`config.mk`:
```
export PLATFORM = sky130hd
export DESIGN_NAME = ssd_scan_scheduler
export DESIGN_NICKNAME = d
export VERILOG_FILES = /design/src/rtl/ssd_scan_scheduler.sv
export SDC_FILE = /design/constraint.sdc
export NUM_CORES = 1
export LEC_CHECK = 0
export ABC_CLOCK_PERIOD_IN_PS = 4610
export CORE_ASPECT_RATIO = 0.7
export CORE_MARGIN = 2
export CORE_UTILIZATION = 45
export CTS_CLUSTER_DIAMETER = 80
export DETAILED_ROUTE_END_ITERATION = 7
export DONT_BUFFER_PORTS = 1
export PLACE_DENSITY = 0.57
export SETUP_SLACK_MARGIN = 0.3
export SYNTH_ARGS = -nofsm -noshare
export SYNTH_HDL_FRONTEND = slang
export SYNTH_SLANG_ARGS = --single-unit
```
`constraint.sdc`:
```
create_clock -name clk -period 4.61 [get_ports clk]
set_input_delay 0.6915 -clock clk [delete_from_list [all_inputs] [get_ports clk]]
set_output_delay 0.6915 -clock clk [all_outputs]
set_load 0.005 [all_outputs]
```
`src/rtl/ssd_scan_scheduler.sv`:
```
// Eight-digit active-low seven-segment scanner with an anti-ghosting blank gap per slot.
// Arbitrates the display between live game status and a latched, multi-frame message overlay.
module ssd_scan_scheduler #(
  parameter int BLANK_CYCLES = 1000,
  parameter int DIGIT_CYCLES = 49000,
  parameter int MSG_FRAMES   = 250
) (
  input  logic        clk,
  input  logic        reset,
  input  logic [4:0]  turns_left,
  input  logic [2:0]  ships_remaining,
  input  logic        msg_valid,
  output logic        msg_ready,
  input  logic [31:0] msg_nibbles,
  input  logic [7:0]  msg_mask,
  output logic        msg_active,
  output logic [7:0]  anode,
  output logic [6:0]  ssdOut
);

  localparam int SLOT = BLANK_CYCLES + DIGIT_CYCLES;
  localparam int SW   = (SLOT > 1) ? $clog2(SLOT) : 1;
  localparam int FW   = $clog2(MSG_FRAMES + 1);

  // Handshake: an overlay is accepted on the rising edge where msg_valid && msg_ready.
  typedef enum logic [1:0] {IDLE = 2'd0, PEND = 2'd1, SHOW = 2'd2} state_t;

  state_t        state_q, state_d;
  logic [SW-1:0] slot_q;
  logic [2:0]    digit_q;
  logic [FW-1:0] frame_q;
  logic [31:0]   nib_q;
  logic [7:0]    mask_q;
  logic          en_q;
  logic [7:0]    anode_q, anode_d;
  logic [6:0]    seg_q;
  logic          ready_q, ready_d;
  logic          active_q, active_d;

  logic          slot_last, wrap, hs;
  logic [3:0]    nib;
  logic          en;
  logic [4:0]    units, tens;

  function automatic logic [6:0] hex7(input logic [3:0] v);
    case (v)
      4'h0: hex7 = 7'b1000000;  4'h1: hex7 = 7'b1111001;
      4'h2: hex7 = 7'b0100100;  4'h3: hex7 = 7'b0110000;
      4'h4: hex7 = 7'b0011001;  4'h5: hex7 = 7'b0010010;
      4'h6: hex7 = 7'b0000010;  4'h7: hex7 = 7'b1111000;
      4'h8: hex7 = 7'b0000000;  4'h9: hex7 = 7'b0010000;
      4'hA: hex7 = 7'b0001000;  4'hB: hex7 = 7'b0000011;
      4'hC: hex7 = 7'b1000110;  4'hD: hex7 = 7'b0100001;
      4'hE: hex7 = 7'b0000110;  default: hex7 = 7'b0001110;
    endcase
  endfunction

  assign slot_last = (slot_q == SW'(SLOT - 1));
  assign wrap      = slot_last && (digit_q == 3'd7);
  assign hs        = msg_valid && ready_q;
  assign units     = turns_left % 5'd10;
  assign tens      = turns_left / 5'd10;

  // FSM: state register
  always_ff @(posedge clk) begin
    if (reset) state_q <= IDLE;
    else       state_q <= state_d;
  end

  // FSM: next state
  always_comb begin
    state_d = state_q;
    case (state_q)
      IDLE:    if (hs) state_d = PEND;
      PEND:    if (wrap) state_d = SHOW;
      SHOW:    if (wrap && (frame_q == FW'(MSG_FRAMES - 1))) state_d = IDLE;
      default: state_d = IDLE;
    endcase
  end

  // FSM: outputs, registered from the upcoming state so they track the edge exactly
  always_comb begin
    ready_d  = (state_d == IDLE);
    active_d = (state_d == SHOW);
  end

  // Content source for the current digit; only consumed at the start of a slot.
  always_comb begin
    nib = 4'h0;
    en  = 1'b0;
    if (state_q == SHOW) begin
      nib = nib_q[{digit_q, 2'b00} +: 4];
      en  = mask_q[digit_q];
    end else begin
      case (digit_q)
        3'd0:    begin nib = units[3:0]; en = 1'b1; end
        3'd1:    begin nib = tens[3:0];  en = (turns_left >= 5'd10); end
        3'd4:    begin nib = {1'b0, ships_remaining}; en = 1'b1; end
        default: begin nib = 4'h0; en = 1'b0; end
      endcase
    end
  end

  always_comb begin
    if ((slot_q < SW'(BLANK_CYCLES)) || !en_q) anode_d = 8'hFF;
    else                                       anode_d = ~(8'd1 << digit_q);
  end

  always_ff @(posedge clk) begin
    if (reset) begin
      slot_q   <= '0;
      digit_q  <= '0;
      frame_q  <= '0;
      nib_q    <= '0;
      mask_q   <= '0;
      en_q     <= 1'b0;
      anode_q  <= 8'hFF;
      seg_q    <= 7'h7F;
      ready_q  <= 1'b0;
      active_q <= 1'b0;
    end else begin
      slot_q <= slot_last ? '0 : slot_q + 1'b1;
      if (slot_last) digit_q <= digit_q + 1'b1;
      if (state_q == IDLE && hs) begin
        nib_q  <= msg_nibbles;
        mask_q <= msg_mask;
      end
      if (state_q == PEND && wrap)      frame_q <= '0;
      else if (state_q == SHOW && wrap) frame_q <= frame_q + 1'b1;
      // Segments settle during the blank gap and stay fixed for the slot.
      if (slot_q == '0) begin
        en_q  <= en;
        seg_q <= hex7(nib);
      end
      anode_q  <= anode_d;
      ready_q  <= ready_d;
      active_q <= active_d;
    end
  end

  assign anode      = anode_q;
  assign ssdOut     = seg_q;
  assign msg_ready  = ready_q;
  assign msg_active = active_q;

endmodule

```
==> metrics.md, run 1 <==
| Metric | Value |
|---|---|
| Clock slew at reported path FFs | `0.06 ns` |
| HPWL Detailed | `roughly 6800 µm` |
| Synth top area share | `between 40% and 50%` |
| Hold-fix buffers, CTS | `0` |
| Vias per inst | `5.40` |
| Vias in the first global route | `about 3200` |
| Met1 Use GR | `27.7%` |
| Startpoint of the worst hold path | `reset` |
| Sw frac | `approximately a quarter` |
| Fin crit share | `69.0%` |
| Drt wl/cell | `15.5 µm` |
| Peak supply drop | `0.000197 V` |
| Max frequency | `between 0.3 and 0.4 GHz` |
| P_sw | `between 400 and 500 µW` |
| Avg Cell Area, Syn | `between 8 and 9 µm²` |
| Antenna Nets Post-Route | `0` |
| Max-Cap Viols | `0` |
| Initial Util | `46.6%` |
| Post-cts resize count | `0` |
| Sequential share of power | `47.5%` |
| Die width | `roughly 120 µm` |
| Worst hold path type | `in2reg` |
| Syn Std Cell Area | `between 0.004 and 0.005 mm²` |
| Final hold viol count | `0` |
| Critical path class | `in2reg` |
| Number of I/O port buffers | `0` |
| P_leak | `approximately 1.7 nW` |
| Asr flop ratio synth | `0%` |
| Num ports | `68` |
| Crit path max fanout | `7` |
| Die area | `0.0103 mm²` |
| Grt total ovfl | `0` |
| Biggest area consumer among synthesized cells | `dfxtp_1` |
| Total GRT Usage | `a little under a fifth` |
| Drt pass-1 iters | `4` |
| Placeable Area | `about 0.0091 mm²` |
| Mapped Nets | `around 570` |
| Post-synth EDFFs | `0` |
| Synth Register Bits | `between 80 and 90` |
| Slew margin rel. | `roughly 53%` |
| GR met3 Demand/Resource | `about 6.1%` |
| CTS buffer count | `9` |
| Clock Latency Late Sink | `between 0.3 and 0.4 ns` |
| Slowest stage delay, CP | `approximately 0.46 ns` |
| N_diodes | `0` |
| Most frequent cell after synthesis | `nand2_1` |
| Hold depth | `1` |
| Crit path cell chain | `inv_1 > ha_1 > o21ai_1 > xnor2_2 > ha_1 > a21oi_1 > a21oi_1 > a211oi_1 > a31oi_1 > inv_1 > ha_1 > a311oi_1 > o22ai_1` |
| Initial DRC Count | `roughly 230` |
| Remaining DRCs | `0` |
| Pint | `1.28 mW` |
| Die Y | `approximately 85 µm` |
| Clock power frac | `42.3%` |
| Worst Path Required | `4.83 ns` |
| Cell Rows | `29` |
| # Post-CTS Setup Buffers | `0` |
| Post-Synthesis Cells | `approximately 500` |
| Via count | `~3300` |
| Combinational share of power | `about a tenth` |
| First-pass GRT wire length | `around 16000 µm` |
| CTS root buf | `clkbuf_16` |
| Top Usage Layer GRT | `met1` |
| Met2 Resource Use GR | `between 20% and 30%` |
| Ys flop type | `dfxtp_1` |
| CP startpoint kind | `input port` |
| Antenna violations before repair | `0` |
| RR Endpoint | `ssdOut[2]` |
| Top post-synthesis cells by area | `dfxtp_1, nand2_1, a21oi_1, ha_1, mux4_2` |
| CP max-delay cell | `a31oi_1` |
| Clock skew | `roughly 0.0064 ns` |
| Most instantiated cells after synthesis | `nand2_1, dfxtp_1, a21oi_1` |
| Area Growth Syn to Fin | `8.45%` |
| Routability cong. | `0.821` |
| Final Critical Period | `3.18 ns` |
| Netlist cell types | `57` |
| RSZ-0062 raised after global routing | `false` |
| CTS tree | `yes` |
| Routed WL | `between 9000 and 10000 µm` |
| Internal reg-to-reg setup slack | `around 1.5 ns` |
| Power Density | `between 300 and 400 mW/mm²` |
| Slew @ Worst Pin | `about 0.7 ns` |
| Setup TNS | `0 ns` |
| Nets | `approximately 560` |
| CP dominant cell by count | `ha_1` |
| Sequential share of the synthesized area | `between 40% and 50%` |
| Ys Warns | `0` |
| Final Power | `roughly 1.7 mW` |
| TritonCTS sink count | `87` |
| Worst Hold End | `en_q` |
| Path depth of the worst reg2reg path | `10` |
| Max-slew violations | `0` |
| Layout cell share with drive strength beyond 1 | `around 8.4%` |
| Deepest clock path buffer count | `2` |
| Pin count of the biggest net entering global routing | `61` |
| Outcome | `finished, final reports clean` |
| Critical Path End Type | `flip-flop` |
| Max H-tree Level | `3` |
| FF-to-FF Start | `digit_q[1]` |
| Final setup fails | `0` |
| WP data arrival | `3.40 ns` |
-- logic make-up after synthesis --
group | after synthesis | synth area share (%)
and+or+nand+nor | 211 | 23.2
AOI/OAI and AO/OA | 95 | 13.6
DFF | 87 | 40.8
buffers and inverters | 42 | 4.08
adders and majority gates | 22 | 6.46
muxes | 20 | 7.75
xor gates and xnor gates | 19 | 4.08
-- through the flow --
step	setup slack (ns)	cell area, µm²	utilization, %	hold slack [ns]	std cells
floorplan	1.43	4260	-	0.432	496
global placement	1.22	4330	47.3	0.435	597
detailed placement	1.09	4330	47.3	0.441	597
CTS	1.44	4620	50.6	0.419	613
global route	1.19	4620	50.6	0.417	613
finish	1.43	4620	50.6	0.433	613
-- power groups by stage --
stage               Sequential, mW  Clock [mW]  Combinational, mW
floorplan                    0.819           0              0.152
global placement             0.824           0              0.171
detailed placement           0.825           0              0.173
CTS                          0.808       0.739              0.174
global route                 0.812       0.770              0.196
finish                       0.808       0.719              0.174
-- how the worst max path moves through the flow --
stage / to / slack [ns] / depth (start not counted) / startpoint
after floorplan: ssdOut[2] / 1.43 / 13 / turns_left[3]
after global placement: ssdOut[2] / 1.22 / 13 / turns_left[3]
after CTS: ssdOut[2] / 1.44 / 13 / turns_left[3]
after global routing: ssdOut[2] / 1.19 / 13 / turns_left[3]
after detailed placement: ssdOut[2] / 1.09 / 13 / turns_left[3]
final: ssdOut[1] / 1.43 / 13 / turns_left[3]
-- flip-flops by register name, summed over array words and instances, names as in the netlist --
signal and cells:
nib_q 32, slot_q 16, anode 8, frame_q 8, mask_q 8, ssdOut 7
digit_q 3, state_q 2, en_q 1, msg_active 1, msg_ready 1
-- critical path: cells and delay by family --
family | cells | cell delay, ns
buffers and inverters | 2 | 0.23
XOR/XNOR | 1 | 0.20
AO/OA/AOI/OAI | 7 | 1.51
adder cells (fa/ha/maj) | 3 | 0.76
-- layout by cell type (no fill, tap or decap), types with 4 or more instances in the layout --
cell type	instances
dfxtp_1	87
or3_1	7
and3_1	8
nand2_1	105
nand3_1	18
clkbuf_16	9
nor2b_1	5
and2_1	4
a21oi_1	60
mux2i_1	9
nor2_1	32
nand2b_1	4
nand4_1	8
xnor2_1	4
a31oi_1	5
o21ai_0	5
ha_1	22
inv_1	16
xor2_1	14
mux4_2	9
-- area by class of cell --
type                       instances  area, µm²
timing repair buffer               3       22.5
clock inverter                     6       67.6
fill                             906       4520
tap                              124        155
sequential                        87       1740
clock buffer                      10        229
inverter                          16       60.1
multi-input combinational        367       2350
-- routing by layer --
metal  part of all wire [%]  up-vias
met5                      0        -
li1                       -     1687
met1                     51     1547
met2                     43       70
met4                   0.58        0
met3                    5.6        4
Power figures use the tool's default switching activity.
==> inputs of run 2 (changes only) <==
ABC_CLOCK_PERIOD_IN_PS = 2800   (was 4610)
PLACE_DENSITY = 0.59   (was 0.57)
clock period = 2.8 ns   (was 4.61 ns; I/O delays follow)
==> metrics.md, run 2 (same netlist as run 1, synthesis figures left out) <==
| Metric | Value |
|---|---|
| Sw frac | `23.9% (-0.75 points)` |
| RSZ-0062 raised after global routing | `true` |
| Max frequency | `0.413 GHz` |
| Initial Util | `46.6% (unchanged)` |
| Commonest non-fill, non-tap cell in the layout | `nand2_1` |
| Clock skew | `0.00629 ns (-0.0000879 ns)` |
| Routed WL | `9840 µm (+3.8%)` |
| Antenna Nets Post-Route | `0 (unchanged)` |
| CTS tree | `yes` |
| Hold-fix buffers, CTS | `0 (unchanged)` |
| Footprint of the multi-input gates | `0.00246 mm² (+4.7%)` |
| WP data arrival | `2.63 ns (-0.77 ns)` |
| TritonCTS sink count | `87 (unchanged)` |
| Pin count of the biggest net entering global routing | `61 (unchanged)` |
| Area taken by flip-flops and latches | `0.00174 mm² (about the same)` |
| P_sw | `701 µW (+67%)` |
| Filler cell count | `898 (-0.88%)` |
| Outcome | `finished, final reports clean` |
| Routability cong. | `0.814 (-0.84%)` |
| Placeable Area | `0.00914 mm² (unchanged)` |
| Crit path max fanout | `14 (+7)` |
| Remaining DRCs | `0 (unchanged)` |
| Fin crit share | `between 80% and 90%` |
| Cell Count Post-Placement | `603 (+1.0%)` |
| Die width | `120 µm (unchanged)` |
| Worst hold path type | `in2reg` |
| CTS root buf | `clkbuf_16` |
| Max-Cap Viols | `0 (unchanged)` |
| Drt wl/cell | `15.7 µm (+1.7%)` |
| Total GRT Usage | `19.4% (+0.19 points)` |
| Die area | `0.0103 mm² (unchanged)` |
| P_leak | `1.77 nW (+4.7%)` |
| HPWL Detailed | `6830 µm (+0.70%)` |
| Peak supply drop | `0.000328 V (+66%)` |
| Worst Path Required | `3.01 ns (-1.82 ns)` |
| N_diodes | `0 (unchanged)` |
| Final setup fails | `0 (unchanged)` |
| Layout Utilization | `53.4% (+2.8 points)` |
| Num ports | `68 (unchanged)` |
| Pint | `2.23 mW (+74%)` |
| Clock power frac | `43.0% (+0.7 points)` |
| Slew margin rel. | `56.2% (+3.0 points)` |
| Layout cell share with drive strength beyond 1 | `14.3% (+6.0 points)` |
| Vias in the first global route | `3201 (+1.2%)` |
| Sequential share of power | `45.5% (-2.0 points)` |
| CTS buffer count | `9 (unchanged)` |
| Power Density | `599 mW/mm² (+63%)` |
| Clock slew at reported path FFs | `0.06 ns (about the same)` |
| Slew @ Worst Pin | `0.657 ns (-0.0439 ns)` |
| Via count | `3376 (+2.1%)` |
| Commonest non-fill, non-tap cells in the layout | `nand2_1, dfxtp_1, a21oi_1, nor2_1` |
| Cell Rows | `29 (unchanged)` |
| Combinational share of power | `11.6% (+1.4 points)` |
| Max reg flops | `32 (unchanged)` |
| Nets | `571 (+2.5%)` |
| Path depth of the worst reg2reg path | `7 (-3)` |
| Max-slew violations | `0 (unchanged)` |
| CP startpoint kind | `flip-flop` |
| Drt pass-1 iters | `4 (unchanged)` |
| Deepest clock path buffer count | `2 (unchanged)` |
| Initial DRC Count | `211 (-8.7%)` |
| Critical path class | `reg2reg` |
| Number of I/O port buffers | `0 (unchanged)` |
| Clock Latency Late Sink | `0.33 ns (about the same)` |
| Final Critical Period | `~2.4 ns` |
| Setup WS pre-CTS | `-0.00802 ns (-1.10 ns)` |
| Antenna violations before repair | `0 (unchanged)` |
| Die Y | `85.4 µm (unchanged)` |
| Critical Path End Type | `flip-flop` |
| Vias per inst | `5.39 (about the same)` |
| Final Power | `2.93 mW (+72%)` |
| Hold depth | `1 (unchanged)` |
| Largest Register | `nib_q` |
| Max H-tree Level | `3 (unchanged)` |
| Setup WS post-layout | `0.379 ns (-1.05 ns)` |
| Area Growth Syn to Fin | `14.6%` |
| First-pass GRT wire length | `15800 µm (+1.7%)` |
| Final Instance Count excl. Fillers | `626 (+2.1%)` |
| Final hold viol count | `0 (unchanged)` |
| Grt total ovfl | `0 (unchanged)` |
| Top flop regs | `nib_q x32, slot_q x16` |
## run 2: cell types whose count changed in the layout (fill, tap and decap cells not counted), moves of 3 or more
cell,previous run,this run
buf_4,3,16
ha_1,22,18
ha_4,0,3
inv_1,16,12
## run 2: routing by layer
| metal | up-vias | part of all wire (%) | GRT usage [%] | routed length, µm |
|---|---|---|---|---|
| li1 | 1715 | - | - | - |
| met1 | 1571 | 51 | 27.4 | 4980 |
| met2 | 81 | 42 | 28.7 | 4160 |
| met3 | 9 | 6.2 | 6.52 | 610 |
| met4 | 0 | 0.83 | 4.44 | 82 |
| met5 | - | 0 | 0 | 0 |
## run 2: timing repair
item	in CTS	in global routing
hold endpoints to repair	0	0
setup endpoints to repair	0	7
resized for setup	0	7
setup buffers	0	8
## run 2: worst paths after layout
kind | from | endpoint | slack (ns)
min | reset | mask_q[3] | 0.15
max | digit_q[0] | ssdOut[4] | 0.38
min reg2reg | mask_q[2] | mask_q[2] | 0.45
max reg2reg | digit_q[0] | ssdOut[4] | 0.38
## run 2: cell type report
cell class / count / share of cell area (%)
inverters: 16 / 1.56
repair buffers: 17 / 2.87
multi-input cells: 367 / 50.4
well taps: 124 / 3.18
flip-flops and latches: 87 / 35.7
clock inverters: 5 / 1.66
clock buffers: 10 / 4.69
## run 2: power groups by stage
stage               clock network, mW  logic, mW  registers [mW]
detailed placement                  0      0.307            1.36
floorplan                           0      0.266            1.35
finish                           1.26      0.339            1.33
CTS                              1.29      0.309            1.33
global route                     1.34      0.374            1.34
global placement                    0      0.299            1.36
## run 2: worst max-delay path, cell delays in order, from the launching register on
cell and delay [ns]:
dfxtp_2 0.38, buf_12 0.17, mux4_2 0.51, nand2_1 0.11
a21oi_1 0.16, nor2_2 0.55, mux2i_1 0.30, o221ai_2 0.12
## run 2: metrics by stage
stage / hold slack [ns] / setup TNS, ns / area, µm²
final: 0.149 / 0 / 4880
after CTS: 0.136 / 0 / 4790
after detailed placement: 0.441 / -0.00802 / 4480
after global routing: 0.132 / 0 / 4880
after global placement: 0.434 / 0 / 4480
after floorplan: 0.432 / 0 / 4360
==> inputs of run 3 (changes only) <==
CORE_UTILIZATION = 55   (was 45)
GPL_ROUTABILITY_DRIVEN = 1   (was not set)
PLACE_DENSITY = 0.7   (was 0.59)
==> metrics.md, run 3 (same netlist as run 1, synthesis figures left out) <==
| Metric | Value |
|---|---|
| Outcome | `finished, final reports clean` |
| Critical Path End Type | `flip-flop` |
| Layout cell share with drive strength beyond 1 | `12.9% (-1.4 points)` |
| Final setup fails | `0 (unchanged)` |
| Placed cell area | `0.00442 mm² (-1.3%)` |
| Power Density | `546 mW/mm² (-8.8%)` |
| Drt pass-1 iters | `4 (unchanged)` |
| Antenna violations before repair | `0 (unchanged)` |
| Clock slew at reported path FFs | `0.09 ns (+0.03 ns)` |
| Final hold viol count | `0 (unchanged)` |
| Drt wl/cell | `15.4 µm (-1.8%)` |
| Commonest non-fill, non-tap cell in the layout | `nand2_1` |
| CTS tree | `yes` |
| Max reg flops | `32 (unchanged)` |
| Critical path class | `in2reg` |
| Die Y | `77.7 µm (-9.1%)` |
| Max-Cap Viols | `0 (unchanged)` |
| Nets | `563 (-1.4%)` |
| Finished Cell Area | `0.00466 mm² (-4.5%)` |
| Routability cong. | `0.956 (+17%)` |
| Worst Path Required | `3.10 ns (+0.09 ns)` |
| Antenna Nets Post-Route | `0 (unchanged)` |
| Cell Rows | `26 (-10%)` |
| Deepest clock path buffer count | `2 (unchanged)` |
| Total GRT Usage | `22.9% (+3.5 points)` |
| Worst hold path type | `in2reg` |
| Fin crit share | `84.6% (-1.8 points)` |
| Die area | `0.00848 mm² (-17%)` |
| Crit path max fanout | `7 (-7)` |
| First-pass GRT wire length | `14900 µm (-5.5%)` |
| Die width | `109 µm (-9.2%)` |
| Slew @ Worst Pin | `0.611 ns (-0.0459 ns)` |
| Placeable Area | `0.00742 mm² (-19%)` |
| Via count | `3404 (+0.83%)` |
| Number of I/O port buffers | `0 (unchanged)` |
| Max-slew violations | `0 (unchanged)` |
| Area Growth Syn to Fin | `9.39%` |
| CTS root buf | `clkbuf_8` |
| Setup TNS | `0 ns (unchanged)` |
| Clock skew | `0.0115 ns (+0.00519 ns)` |
| Num ports | `68 (unchanged)` |
| Vias per inst | `5.74 (+6.4%)` |
| Peak supply drop | `0.000479 V (+46%)` |
| Remaining DRCs | `0 (unchanged)` |
| TritonCTS sink count | `87 (unchanged)` |
| Vias in the first global route | `3077 (-3.9%)` |
| Grt total ovfl | `0 (unchanged)` |
| CP startpoint kind | `input port` |
| Area taken by flip-flops and latches | `0.00174 mm² (unchanged)` |
| Pin count of the biggest net entering global routing | `61 (unchanged)` |
| HPWL Detailed | `6610 µm (-3.3%)` |
| Slew margin rel. | `59.3% (+3.1 points)` |
| Largest Register | `nib_q` |
| Top flop regs | `nib_q x32, slot_q x16` |
| WP data arrival | `2.67 ns (+0.04 ns)` |
| CTS buffer count | `9 (unchanged)` |
| Initial Util | `57.5% (+11 points)` |
| Max frequency | `0.422 GHz (+2.2%)` |
| Routed WL | `9150 µm (-7.0%)` |
| Commonest non-fill, non-tap cells in the layout | `nand2_1, dfxtp_1, a21oi_1, nor2_1, nand3_1` |
| RSZ-0062 raised after global routing | `false` |
| Footprint of the multi-input gates | `0.00244 mm² (-0.61%)` |
| N_diodes | `0 (unchanged)` |
| Initial DRC Count | `229 (+8.5%)` |
| Max H-tree Level | `3 (unchanged)` |
| Clock Latency Late Sink | `0.37 ns (+0.04 ns)` |
| P_leak | `1.70 nW (-4.2%)` |
| Final Power | `2.55 mW (-13%)` |
| Filler cell count | `651 (-28%)` |
| Final Critical Period | `2.37 ns (-0.0517 ns)` |
-- run 3: layer usage --
metal / vias up / global-route usage (%) / wire (µm)
met5: - / 0 / 0
met3: 12 / 7.39 / 735
li1: 1694 / - / -
met4: 0 / 7.34 / 146
met2: 103 / 30.5 / 3750
met1: 1595 / 34.5 / 4510
-- run 3: area by class of cell --
| type | count | area share (%) |
|---|---|---|
| clock buffer | 10 | 2.74 |
| multi-input combinational | 367 | 52.4 |
| timing repair buffer | 9 | 1.72 |
| inverter | 16 | 1.56 |
| clock inverter | 6 | 1.58 |
| sequential | 87 | 37.4 |
| tap | 98 | 2.63 |
-- run 3: through the flow --
step,setup WS (ns),utilization [%],hold slack (ns),cells
floorplan,0.238,-,0.432,496
detailed placement,0.0708,59.6,0.440,575
global placement,0.158,59.6,0.433,575
CTS,0.313,62.4,0.0971,591
finish,0.431,62.9,0.133,593
global route,0.298,62.9,0.0936,593
-- run 3: report_power, final --
part | leakage [nW] | switching, mW | total [mW] | internal [mW]
Clock | 0.102 | 0.470 | 0.895 | 0.425
Combinational | 0.889 | 0.180 | 0.323 | 0.143
Sequential | 0.708 | 0.0364 | 1.33 | 1.29
Total | 1.70 | 0.686 | 2.55 | 1.86
-- run 3: what timing repair did --
item	in CTS	in global routing
hold buffers	0	0
gates resized for setup	1	7
pin swaps	0	2
setup buffers	0	2
endpoints found under the setup margin	1	6
-- run 3: path summary, 6_finish.rpt --
kind | cells past startpoint | startpoint | slack [ns] | endpoint
max | 13 | turns_left[3] | 0.43 | ssdOut[2]
min | 1 | reset | 0.13 | nib_q[10]
max reg2reg | 8 | digit_q[0] | 0.45 | ssdOut[6]
min reg2reg | 2 | nib_q[10] | 0.45 | nib_q[10]
-- run 3: worst max-delay path, cell delays in order --
cell     delay, ns
inv_12        0.03
ha_4          0.14
o21ai_4       0.07
xnor2_2       0.31
ha_2          0.24
a21oi_2       0.05
a21oi_2       0.18
mux2i_1       0.11
a22oi_2       0.28
inv_2         0.12
ha_4          0.20
or3_1         0.35
a21oi_1       0.15
